File: src/rtl/alu_iter_if.sv
// Request/response bundle for alu_iter: operands and opcode in, registered result,
// NZCV flags, error, busy and done out.
interface alu_iter_if #(
    parameter int WIDTH = 32
);
    logic             start;
    logic [3:0]       opcode;
    logic [WIDTH-1:0] a;
    logic [WIDTH-1:0] b;
    logic [WIDTH-1:0] result;
    logic [3:0]       alu_flags;
    logic             err;
    logic             busy;
    logic             done;

    modport master (
        output start, opcode, a, b,
        input  result, alu_flags, err, busy, done
    );

    modport slave (
        input  start, opcode, a, b,
        output result, alu_flags, err, busy, done
    );
endinterface

File: src/rtl/alu_iter.sv
// Multi-cycle ALU: single-cycle logic/add/sub/shift ops, shift-add MUL and restoring
// DIV/MOD. Division hardware is present only when ALU_ITER_DIV_EN is defined.
module alu_iter #(
    parameter int WIDTH = 32
) (
    input  logic     clk,
    input  logic     rst,
    alu_iter_if.slave alu
);
    localparam int CW = $clog2(WIDTH);
    localparam logic [CW-1:0]    CNT_INIT = CW'(WIDTH - 1);
    localparam logic [WIDTH-1:0] WVAL     = WIDTH'(WIDTH);

    localparam logic [3:0] OP_AND = 4'b0000;
    localparam logic [3:0] OP_OR  = 4'b0001;
    localparam logic [3:0] OP_ADD = 4'b0010;
    localparam logic [3:0] OP_MUL = 4'b0011;
    localparam logic [3:0] OP_DIV = 4'b0100;
    localparam logic [3:0] OP_MOD = 4'b0101;
    localparam logic [3:0] OP_SUB = 4'b0110;
    localparam logic [3:0] OP_SHL = 4'b0111;
    localparam logic [3:0] OP_SHR = 4'b1000;
    localparam logic [3:0] OP_XOR = 4'b1001;

    typedef enum logic [1:0] {S_IDLE, S_ITER, S_DONE} state_t;

    state_t           state_q, state_d;
    logic [CW-1:0]    cnt_q, cnt_d;
    logic [3:0]       op_q, op_d;
    logic [WIDTH-1:0] a_q, a_d;
    logic [WIDTH-1:0] b_q, b_d;
    logic [WIDTH-1:0] hi_q, hi_d;
    logic [WIDTH-1:0] lo_q, lo_d;
    logic [WIDTH-1:0] result_q, result_d;
    logic [3:0]       flags_q, flags_d;
    logic             err_q, err_d;
    logic             done_q, done_d;

    logic [WIDTH:0]   mul_sum;
    logic [WIDTH:0]   add_w;
    logic [WIDTH:0]   sub_w;
    logic [WIDTH-1:0] res;
    logic             c_f, v_f, e_f;
    logic             go_iter;
`ifdef ALU_ITER_DIV_EN
    logic [WIDTH+1:0] div_trial;
`endif

    always_ff @(posedge clk or posedge rst) begin
        if (rst) begin
            state_q  <= S_IDLE;
            cnt_q    <= '0;
            op_q     <= '0;
            a_q      <= '0;
            b_q      <= '0;
            hi_q     <= '0;
            lo_q     <= '0;
            result_q <= '0;
            flags_q  <= '0;
            err_q    <= 1'b0;
            done_q   <= 1'b0;
        end else begin
            state_q  <= state_d;
            cnt_q    <= cnt_d;
            op_q     <= op_d;
            a_q      <= a_d;
            b_q      <= b_d;
            hi_q     <= hi_d;
            lo_q     <= lo_d;
            result_q <= result_d;
            flags_q  <= flags_d;
            err_q    <= err_d;
            done_q   <= done_d;
        end
    end

    always_comb begin
        state_d  = state_q;
        cnt_d    = cnt_q;
        op_d     = op_q;
        a_d      = a_q;
        b_d      = b_q;
        hi_d     = hi_q;
        lo_d     = lo_q;
        result_d = result_q;
        flags_d  = flags_q;
        err_d    = err_q;
        done_d   = 1'b0;
        res      = '0;
        c_f      = 1'b0;
        v_f      = 1'b0;
        e_f      = 1'b0;
        go_iter  = 1'b0;
        add_w    = {1'b0, a_q} + {1'b0, b_q};
        sub_w    = {1'b0, a_q} - {1'b0, b_q};
        // {hi,lo} shifts right one place per step; hi accumulates a when lo[0] is set
        mul_sum  = {1'b0, hi_q} + ({1'b0, a_q} & {(WIDTH + 1){lo_q[0]}});
`ifdef ALU_ITER_DIV_EN
        // Restoring step: hi is the partial remainder, lo shifts dividend out / quotient in
        div_trial = {1'b0, hi_q, lo_q[WIDTH-1]} - {2'b00, b_q};
`endif

        case (state_q)
            S_IDLE: begin
                // done_q marks the pulse cycle, in which a new start is not taken
                if (alu.start && !done_q) begin
                    op_d  = alu.opcode;
                    a_d   = alu.a;
                    b_d   = alu.b;
                    hi_d  = '0;
                    lo_d  = (alu.opcode == OP_MUL) ? alu.b : alu.a;
                    cnt_d = CNT_INIT;
`ifdef ALU_ITER_DIV_EN
                    go_iter = (alu.opcode == OP_MUL) ||
                              (((alu.opcode == OP_DIV) || (alu.opcode == OP_MOD)) &&
                               (alu.b != '0));
`else
                    go_iter = (alu.opcode == OP_MUL);
`endif
                    state_d = go_iter ? S_ITER : S_DONE;
                end
            end

            S_ITER: begin
                if (op_q == OP_MUL) begin
                    hi_d = mul_sum[WIDTH:1];
                    lo_d = {mul_sum[0], lo_q[WIDTH-1:1]};
                end else begin
`ifdef ALU_ITER_DIV_EN
                    if (!div_trial[WIDTH+1]) begin
                        hi_d = div_trial[WIDTH-1:0];
                        lo_d = {lo_q[WIDTH-2:0], 1'b1};
                    end else begin
                        hi_d = {hi_q[WIDTH-2:0], lo_q[WIDTH-1]};
                        lo_d = {lo_q[WIDTH-2:0], 1'b0};
                    end
`endif
                end
                if (cnt_q == '0) begin
                    state_d = S_DONE;
                end else begin
                    cnt_d = cnt_q - 1'b1;
                end
            end

            S_DONE: begin
                case (op_q)
                    OP_AND: res = a_q & b_q;
                    OP_OR:  res = a_q | b_q;
                    OP_XOR: res = a_q ^ b_q;
                    OP_ADD: begin
                        res = add_w[WIDTH-1:0];
                        c_f = add_w[WIDTH];
                        v_f = (a_q[WIDTH-1] == b_q[WIDTH-1]) && (res[WIDTH-1] != a_q[WIDTH-1]);
                    end
                    OP_SUB: begin
                        res = sub_w[WIDTH-1:0];
                        c_f = ~sub_w[WIDTH];
                        v_f = (a_q[WIDTH-1] != b_q[WIDTH-1]) && (res[WIDTH-1] != a_q[WIDTH-1]);
                    end
                    OP_MUL: begin
                        res = lo_q;
                        c_f = |hi_q;
                    end
                    OP_SHL: res = (b_q >= WVAL) ? '0 : (a_q << b_q);
                    OP_SHR: res = (b_q >= WVAL) ? '0 : (a_q >> b_q);
`ifdef ALU_ITER_DIV_EN
                    OP_DIV: begin
                        res = (b_q == '0) ? '1 : lo_q;
                        e_f = (b_q == '0);
                    end
                    OP_MOD: begin
                        res = (b_q == '0) ? a_q : hi_q;
                        e_f = (b_q == '0);
                    end
`endif
                    default: begin
                        res = '0;
                        e_f = 1'b1;
                    end
                endcase
                result_d = res;
                flags_d  = {res[WIDTH-1], (res == '0), c_f, v_f};
                err_d    = e_f;
                done_d   = 1'b1;
                state_d  = S_IDLE;
            end

            default: state_d = S_IDLE;
        endcase
    end

    assign alu.result    = result_q;
    assign alu.alu_flags = flags_q;
    assign alu.err       = err_q;
    assign alu.done      = done_q;
    assign alu.busy      = (state_q != S_IDLE);
endmodule

File: src/flat_wrapper.sv
// flat-port wrapper written by rule: the top's interface ports become plain ports
module alu_iter_flat 
#(
    parameter int WIDTH = 32
)
  (clk, rst, alu_start, alu_opcode, alu_a, alu_b, alu_result, alu_alu_flags, alu_err, alu_busy, alu_done);
  alu_iter_if #(.WIDTH(WIDTH)) alu_i ();
  input  logic clk;
  input  logic rst;
  input wire logic [$bits(alu_i.start)-1:0] alu_start;
  input wire logic [$bits(alu_i.opcode)-1:0] alu_opcode;
  input wire logic [$bits(alu_i.a)-1:0] alu_a;
  input wire logic [$bits(alu_i.b)-1:0] alu_b;
  output wire logic [$bits(alu_i.result)-1:0] alu_result;
  output wire logic [$bits(alu_i.alu_flags)-1:0] alu_alu_flags;
  output wire logic [$bits(alu_i.err)-1:0] alu_err;
  output wire logic [$bits(alu_i.busy)-1:0] alu_busy;
  output wire logic [$bits(alu_i.done)-1:0] alu_done;
  assign alu_i.start = alu_start;
  assign alu_i.opcode = alu_opcode;
  assign alu_i.a = alu_a;
  assign alu_i.b = alu_b;
  assign alu_result = alu_i.result;
  assign alu_alu_flags = alu_i.alu_flags;
  assign alu_err = alu_i.err;
  assign alu_busy = alu_i.busy;
  assign alu_done = alu_i.done;
  alu_iter #(.WIDTH(WIDTH)) u_core (.clk(clk), .rst(rst), .alu(alu_i));
endmodule
File: config.mk
export PLATFORM = sky130hd
export DESIGN_NAME = alu_iter_flat
export DESIGN_NICKNAME = d
export VERILOG_FILES = /design/src/rtl/alu_iter_if.sv /design/src/rtl/alu_iter.sv /design/src/flat_wrapper.sv
export SDC_FILE = /design/constraint.sdc
export NUM_CORES = 1
export LEC_CHECK = 0
export BUFFER_PORTS_ARGS = -buffer_cell sky130_fd_sc_hd__buf_2
export CORE_MARGIN = 2
export CORE_UTILIZATION = 36
export CTS_BUF_LIST = sky130_fd_sc_hd__clkbuf_2 sky130_fd_sc_hd__clkbuf_4 sky130_fd_sc_hd__clkbuf_8
export CTS_CLUSTER_DIAMETER = 30
export DETAILED_ROUTE_END_ITERATION = 10
export HOLD_SLACK_MARGIN = 0.03
export PLACE_DENSITY = 0.64
export SLEW_MARGIN = 20
export SYNTH_ARGS = -nofsm -noshare
export SYNTH_HDL_FRONTEND = slang
export SYNTH_SLANG_ARGS = --single-unit
export TNS_END_PERCENT = 1
File: constraint.sdc
create_clock -name clk -period 5.7 [get_ports clk]
set_input_delay 0.855 -clock clk [delete_from_list [all_inputs] [get_ports clk]]
set_output_delay 0.855 -clock clk [all_outputs]
set_load 0.05 [all_outputs]
==> key figures <==
Status
  – Status: finished clean

Timing
  – Final period util: around 90%
  – Final setup fails: 0
  – Crit path time final: ~5.1 ns
  – Final worst setup slack: between 0.5 and 0.6 ns
  – Max Fclk: between 0.15 and 0.2 GHz
  – Slew margin rel.: roughly 28%
  – Final Hold Viols: 0
  – Pins Over Slew Limit: 0
  – Worst clock skew: approximately 0.039 ns
  – Unrepaired setup endpoints after global routing: no
  – Worst-Margin Slew: around 1.1 ns
  – Setup TNS Final: 0 ns

Setup path
  – CP cell instances: inv_1 -> ha_1 -> nor3_1 -> o21ai_0 -> a31oi_1 -> nand2_1 -> a31oi_1 -> nor3_1 -> nand2b_1 -> a2111oi_0 -> a22oi_1 -> a2111o_1 -> or4_1 -> o31ai_1
  – CP endpoint kind: flop
  – Cell depth of the worst setup path: 14
  – Worst-path fanout max: 13
  – CP Capture Point: u_core.alu.alu_flags[2]
  – Crit path DAT: around 5.6 ns
  – Data required, critical path: ~6.2 ns
  – Reg-to-Reg End: u_core.alu.alu_flags[2]
  – Top cell family by delay on the critical path: compound AO/OA/AOI/OAI gates
  – Startpoint types: flop
  – Critical-path top delay cell: dfrtp_1
  – Reg2reg start: u_core.a_q[15]
  – CP peak stage delay: approximately 0.66 ns
  – Reg2reg setup slack: between 0.5 and 0.6 ns
  – CP bufs+invs: 1
  – Reg2Reg Depth: 14
  – Worst Setup SP: u_core.a_q[15]
  – Crit path kind: reg2reg

Power and ir drop
  – Final Power: 0.01203 W
  – Cell-internal power: between 0.005 and 0.006 W
  – Pleak: 8.599 nW
  – P per Cell Area: around 600 nW/um^2
  – Flop pwr share: 20.1%
  – Worst vdd ir: about 250 uV
  – Power share of the combinational group: between 70% and 80%
  – Clock network power share: 8.1%
  – Switching share of power: between 50% and 60%
  – Sw power: 0.007014 W

Clocking
  – Max Root-Sink Buffers: 2
  – Clock Root Buffer: clkbuf_8
  – Hold Buf Count CTS: 0
  – CTS Buf Count: 17
  – Clock slew at reported path FFs: 0.13 ns
  – Post-CTS setup buffers: 0
  – Htree depth: 4
  – Worst skew pair latency: between 0.5 and 0.6 ns
  – CTS tree: yes
  – # clock sinks: around 180
  – Post-CTS Resized: 0

Cells and area
  – Area Growth Syn to Fin: 9.192%
  – Most frequent cells in the layout: nand2_1 (290), o21ai_0 (244), dfrtp_1 (174)
  – Ratio of cells with drive above 1 in the final layout: approximately 14%
  – Fin area: 19900 um^2
  – Commonest non-fill, non-tap cell in the layout: nand2_1
  – Nets: about 2500
  – Non-Filler Instances: a little under 3000

Logic synthesis
  – Synthesized Nets: roughly 2500
  – Ys async rst share: 100.0%
  – EDFF count, synth: 0
  – Seq/Total Area, Yosys: 24.16%
  – FF+latch count, synth: 176
  – Cells after Synth: between 2000 and 2500
  – Synth warn: 0
  – Unique cell type count in the Yosys netlist: 92
  – Mapped Area: between 15000 and 20000 um^2
  – Main flop type after synthesis: dfrtp_1
  – Synth Area per Inst: around 8.0 um^2

Global route
  – Grt ovf: 0
  – Pin count of the biggest net entering global routing: 96
  – First-pass GRT wire length: around 120000 um
  – Antenna violations before repair: 3
  – Vias in the first global route: 18000
  – Tot GR Track Use: 30.75%

Routing
  – ANT nets after route: 0
  – DRC Markers: 0
  – DR WL/cell: about 27 um
  – Initial DRC Count: ~2200
  – Pre-antenna DRT Iters: 6
  – Vias: between 15000 and 20000
  – Routed wire length: 81750 um
  – Vias per cell: about 6.4

Placement
  – HPWL after detailed placement: 63470 um
  – Pre-CTS setup slack: ~0.77 ns
  – Placer Congestion: between 1 and 1.5
  – Post-DP Area: 19480 um^2
  – I/O Buffers: roughly 110
  – Dpl cells: around 3000

Floorplanning
  – Die height: approximately 230 um
  – Placement row count: between 80 and 90
  – Core area: 50070 um^2
  – Starting Density: around 36%
  – # IOs: 110
  – Die area: 52440 um^2
  – Die W: between 200 and 250 um

Worst hold path
  – Hold crit path type: in2async

Run
  – Max-cap violations: 0
## power by group through the flow
| stage | registers, W | clock network (W) | logic, W |
|---|---|---|---|
| floorplan | 0.00236 | 0 | 0.00549 |
| global placement | 0.00236 | 0 | 0.00829 |
| detailed placement | 0.00239 | 0 | 0.00830 |
| CTS | 0.00236 | 0.000999 | 0.00833 |
| global route | 0.00244 | 0.00104 | 0.00915 |
| finish | 0.00241 | 0.000978 | 0.00863 |
## cells in the mapped netlist, drive strengths merged (22+ instances only)
master / n / share of area (%)
mux4: 58 / 7.2
dfrtp: 176 / 24
and2: 47 / 1.6
a21oi: 158 / 4.3
nand3: 53 / 1.5
a31oi: 28 / 1.0
nand2b: 32 / 1.1
o211ai: 25 / 1.0
nand2: 290 / 6.0
mux2i: 104 / 5.7
inv: 105 / 2.2
ha: 130 / 8.9
a221oi: 22 / 1.1
clkbuf: 127 / 2.6
nor2: 153 / 3.2
a21o: 29 / 1.2
a211oi: 31 / 1.3
nor3: 48 / 1.3
buf: 39 / 1.1
o21ai: 247 / 6.8
## layout make-up
| class | instances | area [um^2] |
|---|---|---|
| antenna | 1 | 2.502 |
| multi-input combinational | 1822 | 12810 |
| sequential | 176 | 4409 |
| clock inverter | 14 | 171.4 |
| clock buffer | 18 | 247.7 |
| timing repair buffer | 168 | 1013 |
| fill | 5207 | 30170 |
| tap | 672 | 840.8 |
| inverter | 106 | 405.4 |
## flip-flops by register name, summed over array words and instances (netlist names)
name,count
u_core.a_q,32
u_core.alu.alu_flags,4
u_core.alu.done,1
u_core.alu.err,1
u_core.alu.result,31
u_core.b_q,32
u_core.cnt_q,5
u_core.hi_q,32
u_core.lo_q,32
u_core.op_q,4
u_core.state_q,2
## per-stage QoR
stage | hold WS [ns] | utilization [%]
2_1_floorplan | 0.4631 | -
3_3_place_gp | 0.4516 | 38.91
3_5_place_dp | 0.4570 | 38.91
4_1_cts | 0.3539 | 39.74
5_1_grt | 0.3781 | 39.75
6_report | 0.3334 | 39.75
## logic make-up (layout without fill, tap and decap cells)
| kind of cell | Yosys count | in the layout | share of synthesized area (%) |
|---|---|---|---|
| simple gates | 752 | 752 | 19.55 |
| buf+inv | 272 | 306 | 5.938 |
| flops | 176 | 176 | 24.16 |
| mux | 176 | 176 | 13.74 |
| other cells | 0 | 1 | 0 |
| compound gates | 727 | 727 | 25.72 |
| xor+xnor | 34 | 34 | 1.634 |
| fa+ha+maj | 133 | 133 | 9.254 |
## how the worst min path moves through the flow
stage	startpoint	slack, ns	endpoint	cells after the start
floorplan	u_core.lo_q[2]	0.46	u_core.lo_q[2]	2
global placement	u_core.alu.alu_flags[1]	0.45	u_core.alu.alu_flags[1]	2
detailed placement	u_core.alu.result[18]	0.46	u_core.alu.result[18]	2
CTS	rst	0.35	u_core.a_q[3]	2
global route	rst	0.38	u_core.op_q[0]	2
finish	rst	0.33	u_core.a_q[2]	2
## layer usage
metal	global-route usage [%]	vias up	part of all wire, %
met5	0	-	0.015
met4	10.21	2	3.1
met1	44.07	9322	44
met3	9.811	136	12
met2	43.33	1132	41
li1	-	8376	-
Note: power is estimated with default switching activity, not from simulation.
